==> src/rtl/control_pipeline_if.sv <==
// Fetch/bus control bundle between the memory front end and the instruction pipeline.
interface control_pipeline_if #(
  parameter int unsigned WIDTH  = 8,
  parameter int unsigned STAGES = 3,
  parameter int unsigned CNT_W  = 16
);

  logic [WIDTH-1:0]        bus_in;
  logic                    bus_request;
  logic                    fetch_suppress;
  logic                    pcra_flip;
  logic                    stall;
  logic                    pcra0_inc;
  logic                    pcra1_inc;
  logic                    pcra_sel;
  logic [STAGES*WIDTH-1:0] instr_out;
  logic [STAGES-1:0]       valid_out;
  logic [CNT_W-1:0]        retired_count;

  // Front end: drives fetch controls, observes pipeline state
  modport master (
    output bus_in, bus_request, fetch_suppress, pcra_flip, stall,
    input  pcra0_inc, pcra1_inc, pcra_sel, instr_out, valid_out, retired_count
  );

  // Pipeline: consumes fetch controls, publishes pipeline state
  modport slave (
    input  bus_in, bus_request, fetch_suppress, pcra_flip, stall,
    output pcra0_inc, pcra1_inc, pcra_sel, instr_out, valid_out, retired_count
  );

endinterface

==> src/rtl/control_pipeline.sv <==
// Instruction fetch pipeline with dual program-counter select, bubble insertion
// and a retired-instruction counter.
module control_pipeline #(
  parameter int unsigned      WIDTH  = 8,
  parameter int unsigned      STAGES = 3,
  parameter logic [WIDTH-1:0] NOP    = {WIDTH{1'b0}},
  parameter int unsigned      CNT_W  = 16
) (
  input  logic              clk,
  input  logic              reset_n,
  control_pipeline_if.slave bus
);

  localparam int unsigned LAST = STAGES - 1;

  // Per-edge action after priority resolution
  typedef enum logic [2:0] {
    OP_RESET,
    OP_STALL,
    OP_FLIP,
    OP_BUBBLE,
    OP_FETCH
  } op_e;

  op_e              op;
  logic             fetch_en;
  logic             retire;

  logic [WIDTH-1:0] stage_q [STAGES];
  logic [WIDTH-1:0] stage_d [STAGES];
  logic [STAGES-1:0] valid_q;
  logic [STAGES-1:0] valid_d;
  logic             sel_q;
  logic             sel_d;
  logic [CNT_W-1:0] cnt_q;
  logic [CNT_W-1:0] cnt_d;

  // Resolve reset > stall > flip > bus_request > fetch_suppress > normal
  always_comb begin
    op = OP_FETCH;
    if (!reset_n) begin
      op = OP_RESET;
    end else if (bus.stall) begin
      op = OP_STALL;
    end else if (bus.pcra_flip) begin
      op = OP_FLIP;
    end else if (bus.bus_request || bus.fetch_suppress) begin
      op = OP_BUBBLE;
    end
  end

  // PC increments whenever the bus is ours, including suppressed operand bytes
  assign fetch_en      = reset_n & ~bus.stall & ~bus.pcra_flip & ~bus.bus_request;
  assign bus.pcra0_inc = fetch_en & ~sel_q;
  assign bus.pcra1_inc = fetch_en & sel_q;

  // Last stage leaves the pipe on every non-stall edge, flip included
  assign retire = valid_q[LAST] & ((op == OP_FLIP) | (op == OP_BUBBLE) | (op == OP_FETCH));

  // Next-state for stages, valid bits, PC select and retire counter
  always_comb begin
    stage_d = stage_q;
    valid_d = valid_q;
    sel_d   = sel_q;
    cnt_d   = cnt_q;

    case (op)
      OP_RESET: begin
        for (int k = 0; k < STAGES; k++) begin
          stage_d[k] = NOP;
        end
        valid_d = '0;
        sel_d   = 1'b0;
        cnt_d   = '0;
      end
      OP_STALL: begin
        // hold everything
      end
      OP_FLIP: begin
        for (int k = 0; k < STAGES; k++) begin
          stage_d[k] = NOP;
        end
        valid_d = '0;
        sel_d   = ~sel_q;
      end
      OP_BUBBLE, OP_FETCH: begin
        for (int k = 1; k < STAGES; k++) begin
          stage_d[k] = stage_q[k-1];
          valid_d[k] = valid_q[k-1];
        end
        stage_d[0] = (op == OP_FETCH) ? bus.bus_in : NOP;
        valid_d[0] = (op == OP_FETCH);
      end
      default: begin
        // unreachable encodings hold state
      end
    endcase

    if (retire) begin
      cnt_d = cnt_q + CNT_W'(1);
    end
  end

  // Pipeline state registers with synchronous active-low reset folded into op
  always_ff @(posedge clk) begin
    stage_q <= stage_d;
    valid_q <= valid_d;
    sel_q   <= sel_d;
    cnt_q   <= cnt_d;
  end

  // Publish packed stage view; stage k at bits [k*WIDTH +: WIDTH]
  for (genvar k = 0; k < STAGES; k++) begin : g_pack
    assign bus.instr_out[k*WIDTH +: WIDTH] = stage_q[k];
  end

  assign bus.valid_out     = valid_q;
  assign bus.pcra_sel      = sel_q;
  assign bus.retired_count = cnt_q;

endmodule

==> src/flat_wrapper.sv <==
// flat-port wrapper written by rule: the top's interface ports become plain ports
module control_pipeline_flat 
#(
  parameter int unsigned      WIDTH  = 8,
  parameter int unsigned      STAGES = 3,
  parameter logic [WIDTH-1:0] NOP    = {WIDTH{1'b0}},
  parameter int unsigned      CNT_W  = 16
)
  (clk, reset_n, bus_bus_in, bus_bus_request, bus_fetch_suppress, bus_pcra_flip, bus_stall, bus_pcra0_inc, bus_pcra1_inc, bus_pcra_sel, bus_instr_out, bus_valid_out, bus_retired_count);
  control_pipeline_if #(.WIDTH(WIDTH), .STAGES(STAGES), .CNT_W(CNT_W)) bus_i ();
  input  logic clk;
  input  logic reset_n;
  input wire logic [$bits(bus_i.bus_in)-1:0] bus_bus_in;
  input wire logic [$bits(bus_i.bus_request)-1:0] bus_bus_request;
  input wire logic [$bits(bus_i.fetch_suppress)-1:0] bus_fetch_suppress;
  input wire logic [$bits(bus_i.pcra_flip)-1:0] bus_pcra_flip;
  input wire logic [$bits(bus_i.stall)-1:0] bus_stall;
  output wire logic [$bits(bus_i.pcra0_inc)-1:0] bus_pcra0_inc;
  output wire logic [$bits(bus_i.pcra1_inc)-1:0] bus_pcra1_inc;
  output wire logic [$bits(bus_i.pcra_sel)-1:0] bus_pcra_sel;
  output wire logic [$bits(bus_i.instr_out)-1:0] bus_instr_out;
  output wire logic [$bits(bus_i.valid_out)-1:0] bus_valid_out;
  output wire logic [$bits(bus_i.retired_count)-1:0] bus_retired_count;
  assign bus_i.bus_in = bus_bus_in;
  assign bus_i.bus_request = bus_bus_request;
  assign bus_i.fetch_suppress = bus_fetch_suppress;
  assign bus_i.pcra_flip = bus_pcra_flip;
  assign bus_i.stall = bus_stall;
  assign bus_pcra0_inc = bus_i.pcra0_inc;
  assign bus_pcra1_inc = bus_i.pcra1_inc;
  assign bus_pcra_sel = bus_i.pcra_sel;
  assign bus_instr_out = bus_i.instr_out;
  assign bus_valid_out = bus_i.valid_out;
  assign bus_retired_count = bus_i.retired_count;
  control_pipeline #(.WIDTH(WIDTH), .STAGES(STAGES), .NOP(NOP), .CNT_W(CNT_W)) u_core (.clk(clk), .reset_n(reset_n), .bus(bus_i));
endmodule
==> config.mk <==
export PLATFORM = sky130hd
export DESIGN_NAME = control_pipeline_flat
export DESIGN_NICKNAME = d
export VERILOG_FILES = /design/src/rtl/control_pipeline_if.sv /design/src/rtl/control_pipeline.sv /design/src/flat_wrapper.sv
export SDC_FILE = /design/constraint.sdc
export NUM_CORES = 1
export LEC_CHECK = 0
export CAP_MARGIN = 25
export CORE_UTILIZATION = 46
export CTS_CLUSTER_DIAMETER = 200
export DETAILED_ROUTE_END_ITERATION = 8
export HOLD_SLACK_MARGIN = 0.12
export PLACE_DENSITY = 0.86
export SYNTH_ARGS = -nofsm -noshare
export SYNTH_HDL_FRONTEND = slang
export SYNTH_SLANG_ARGS = --single-unit
==> constraint.sdc <==
create_clock -name clk -period 2.25 [get_ports clk]
set_input_delay 0.45 -clock clk [delete_from_list [all_inputs] [get_ports clk]]
set_output_delay 0.45 -clock clk [all_outputs]
set_load 0.01 [all_outputs]
After elaboration in Yosys (flattened, before gate mapping) --
Cells that the tools add are included.
Cells by class: bitwise gates (word level) 12, eq/ne operators 3, multiplexer cells 10, reductions and logical operators 7, add/subtract/negate cells 1
Operators with widths (number):
- one-hot mux 24 bit (2 select lines) | 1
- 2-to-1 mux 16 bit | 2
- adder 16 x 1 -> 16 bit (second input constant) | 1
- 2-to-1 mux 3 bit | 4
- 2-to-1 mux 8 bit | 1
- bitwise AND 1 bit | 6
- == test 3 x 2 -> 1 bit (second input constant) | 2
- one-hot mux 3 bit (2 select lines) | 1
- nonzero test 2 bit | 3
- inverter 1 bit | 4
- OR reduction 2 bit | 2
- == test 3 bit (second input constant) | 1
- logical NOT 3 bit | 1
- OR 1 bit | 2
- one-hot mux 1 bit (2 select lines) | 1
- logical OR 1 bit | 1
Storage, ports and cells: word-level logic and storage cells 39, bits of input ports 14, register bits 44, output and inout port bits 46

Logic depth before layout (Yosys ltp) --
depth in word-level cells 10, gate-level depth with buffers 5, mapped depth without buffers 5

Worst setup path before layout --
No wires, ideal clock.
path type input-to-reg, start in bus_stall, end reg u_core.cnt_q[0] (netlist: u_core.bus.retired_count[0]), enable pin, setup time 0.372 ns, arrival 1.371 ns, path buffers 1, cell stages on the path 3, slack 0.507 ns, data required time 1.878 ns, path through nand3b_1 clkbuf_1 nand2_1
On the way: longest elaborated chain between the ends 7, elaborated cells between the ends (all ways) 10, classes of those cells 3 x eq/ne; 2 x mux; 3 x bitwise; 2 x reduce/logical
Ends and longest elaborated chain:
- start, declared | line flat_wrapper.sv:17 | input wire logic [$bits(bus_i.stall)-1:0] bus_stall;
- 2-to-1 mux 3 bit * | line control_pipeline.sv:43 | end else if (bus.stall) begin
- 2-to-1 mux 3 bit * | line control_pipeline.sv:41 | if (!reset_n) begin
- == test 3 x 2 -> 1 bit | line control_pipeline.sv:58 | assign retire = valid_q[LAST] & ((op == OP_FLIP) | (op == OP_BUBBLE) | (op == OP_FETCH));
- OR 1 bit (2 in a row) | line control_pipeline.sv:58
- bitwise AND 1 bit | line control_pipeline.sv:58
- nonzero test 2 bit (no line) *
- end signal, assigned | line control_pipeline.sv:109 | cnt_q <= cnt_d;
- end, declared | line control_pipeline.sv:35 | logic [CNT_W-1:0] cnt_q;
Every way passes the cells marked *; elsewhere a longest branch is shown, timed or not. A chain may end at the register's enable or synchronous reset.

Final worst setup path --
start in bus_stall, end out bus_pcra0_inc
On the way: longest elaborated chain between the ends 5
Ends and longest elaborated chain:
- inverter 1 bit | line control_pipeline.sv:53 | assign fetch_en = reset_n & ~bus.stall & ~bus.pcra_flip & ~bus.bus_request;
- bitwise AND 1 bit (3 in a row) | line control_pipeline.sv:53
- bitwise AND 1 bit | line control_pipeline.sv:54 | assign bus.pcra0_inc = fetch_en & ~sel_q;
- end, declared | line flat_wrapper.sv:18 | output wire logic [$bits(bus_i.pcra0_inc)-1:0] bus_pcra0_inc;
Every way passes these cells.

==> results.toml <==
[timing]
rsz0062_at_grt = "false"
slew_viol_final = 0
relSlewSlack_pct = 74.1
hold_viol = 0
finalSetupViolCount = 0
worst_pin_slew_ns = 0.387
max_freq_mhz = 483
fin_skew_ns = 0.00636
fin_crit_sh_pct = 92.0
min_period_ns = 2.07

[global_routing]
grt_max_degree = 28
grt_pass1_wl_um = 6200
antenna_found_initial = 0
grt_util_all_layers_pct = 19.0
grt_pass1_vias = 1354
gr-total-overflow = 0

[route]
postRouteAntennaNets = 0
vias = 1384
dr.pass1.iters = 4
wl_per_cell_um = 14.6
top_layer_used = "met4"
viasPerCell = 5.18
route.met2.wl_um = 2010
met3_length_um = 310
wl_um = 3890
drc_errors = 0
wl_met1_um = 1540
drtIter0Drc = 120

[power]
p_sw_mw = 0.377
leakagePower_nw = 1.01
pwr_density_cell_nw_per_um2 = 597
peakVddDrop_v = 0.000478
swShare_pct = 22.9
clkPwrFrac_pct = 28.8
internal_power_mw = 1.27
power_frac_seq_pct = 59.4
comb_power_share_pct = 11.8

[critical_path]
r2r_slack_ns = 0.59
worstPathRequired_ns = 1.80
crit_end = "bus_pcra0_inc"
critical_path.slowest_cell = "clkdlybuf4s50_1"
endpoint_kind = "output pin"
worstReg2RegEnd = "u_core.bus.retired_count[10]"
crit_fanout = 2
critPathKind = "primary input to output pin"
critical_path.max_stage_delay_ns = 0.45
crit_arrival_ns = 1.62
crit_chain = "clkdlybuf4s50_1, nor3b_2, buf_4, nor3b_1, clkbuf_2"
crit_start = "bus_stall"
rr_worst_depth = 5
cp-start-kind = "primary input"
r2r-start = "u_core.bus.retired_count[0]"

[clock_tree]
cts_num_sinks = 44
cts.clk_slew.worst_paths_ns = 0.08
cts_hold_buffers = 0
cts_tree = "done"
cts_root_buffer = "clkbuf_8"
htreeDepth = 2
clock_latency_ns = 0.29
clockBufferDepth = 2
cts_buffers = 5

[yosys]
synth.most_common_cell = "edfxtp_1"
synthDistinctLibCells = 27
ys_seq_elements = 44
synth.top_cell.area_share_pct = 67.4
synth_ff_type = "edfxtp_1"
seq_area_frac_synth_pct = 67.4
syn-mean-instance-area_um2 = 13.6
postSynthCellCount = 144
yosysWarnings = 0
syn_area_um2 = 1960
async_flop_share_pct = 0
synth_edf_count = 44
yosysTopAreaCell = "edfxtp_1"
synth_top_cells_by_count = "44 x edfxtp_1, 26 x and2_1, 16 x nor2_1"
synth_area_leaders = "edfxtp_1 67%, and2_1 8.3%, xnor2_1 4.0%"
syn-num-nets = 159

[layout]
nets = 231
num_antenna_cells = 0
drive_gt1_share_pct = 12.0
instances_no_fill = 267
final_util_pct = 68.0
area_growth_pct = 40.7

[die]
die_area_um2 = 4530
start_util_pct = 48.3
coreArea_um2 = 4060
die_y_um = 67.3
rows = 23
pin_count = 60
fp.dieW_um = 67.3

[outcome]
status = "finished, final reports clean"

[hold_path]
hold_class = "register to register"
worstHoldPathCells = 1

[job]
cap_violations = 0

[placement]
dp_hpwl_um = 2800
gp_congestion = 0.788
dp_cells = 258
portBuffers = 59
-- layout make-up --
| class | instances | area, µm² |
|---|---|---|
| clock buffer | 5 | 68.8 |
| clock inverter | 3 | 13.8 |
| fill | 292 | 1300 |
| inverter | 5 | 18.8 |
| multi-input combinational | 92 | 609 |
| sequential | 44 | 1320 |
| tap | 50 | 62.6 |
| timing repair buffer | 68 | 664 |
-- how the worst min path moves through the flow --
| stage | slack, ns | start | end |
|---|---|---|---|
| after floorplan | 0.60 | u_core.bus.instr_out[2] | u_core.bus.instr_out[10] |
| after global placement | 0.53 | u_core.bus.instr_out[6] | u_core.bus.instr_out[14] |
| after detailed placement | 0.53 | u_core.bus.instr_out[1] | u_core.bus.instr_out[9] |
| after CTS | 0.56 | u_core.bus.instr_out[1] | u_core.bus.instr_out[9] |
| after global routing | 0.59 | u_core.bus.instr_out[1] | u_core.bus.instr_out[9] |
| final | 0.56 | u_core.bus.instr_out[13] | u_core.bus.instr_out[21] |
-- worst max-delay path: cells and delay by family --
kind	cells	cell delay, ns
buffers and inverters	3	0.76
and+or+nand+nor	2	0.41
-- cells in the final DEF (no fill, tap or decap), types with 2 or more instances in the layout --
| cell type | netlist | routed |
|---|---|---|
| or3_1 | 2 | 2 |
| nand4_1 | 2 | 2 |
| clkdlybuf4s50_1 | 0 | 57 |
| edfxtp_1 | 44 | 44 |
| nor3_1 | 3 | 3 |
| nor2_1 | 16 | 16 |
| nand3_1 | 5 | 5 |
| inv_1 | 5 | 5 |
| clkbuf_8 | 0 | 5 |
| nor3b_2 | 2 | 2 |
| nor4_2 | 2 | 2 |
| nand2_1 | 7 | 7 |
| o21ai_0 | 3 | 3 |
| buf_4 | 0 | 8 |
| a21oi_1 | 2 | 2 |
| clkinv_2 | 0 | 2 |
| and2_1 | 26 | 26 |
| xor2_1 | 2 | 2 |
| xnor2_1 | 9 | 9 |
-- cell families after synthesis --
logic type	Yosys count	synth area share [%]
AOI/OAI and AO/OA	7	2.11
xor gates and xnor gates	11	4.91
adders and majority gates	1	0.638
buffers and inverters	8	1.53
DFF	44	67.4
and+or+nand+nor	73	23.4
-- through the flow --
stage               hold slack (ns)  setup TNS, ns  setup slack [ns]  total power, mW  instance area [µm²]
floorplan                     0.600              0             0.507             1.06                 1960
global placement              0.531        -0.0749           -0.0647             1.19                 2680
detailed placement            0.534         -0.227            -0.161             1.19                 2680
CTS                           0.561              0            0.0655             1.66                 2760
global route                  0.588              0            0.0858             1.72                 2760
finish                        0.557              0             0.179             1.65                 2760
-- flip-flops by register name (all words and copies together) (netlist names) --
signal                    flops
u_core.bus.instr_out         24
u_core.bus.pcra_sel           1
u_core.bus.retired_count     16
u_core.bus.valid_out          3
-- power groups by stage --
stage / Clock (mW) / Combinational (mW) / Sequential [mW]
floorplan: 0 / 0.0427 / 1.01
global placement: 0 / 0.191 / 0.994
detailed placement: 0 / 0.196 / 0.997
CTS: 0.486 / 0.197 / 0.979
global route: 0.523 / 0.210 / 0.985
finish: 0.474 / 0.195 / 0.979
-- layer usage --
layer,track usage (%),up-vias
met1,21.7,659
met5,0,-
li1,-,655
met3,8.11,4
met2,31.4,66
met4,7.71,0
-- timing repair --
item | 4_1_cts | 5_1_grt
hold endpoints to repair | 0 | 0
pin swaps | 1 | 0
setup buffers | 1 | 0
endpoints found under the setup margin | 2 | 1
resized for setup | 2 | 2
Note: power is estimated with default switching activity, not from simulation.
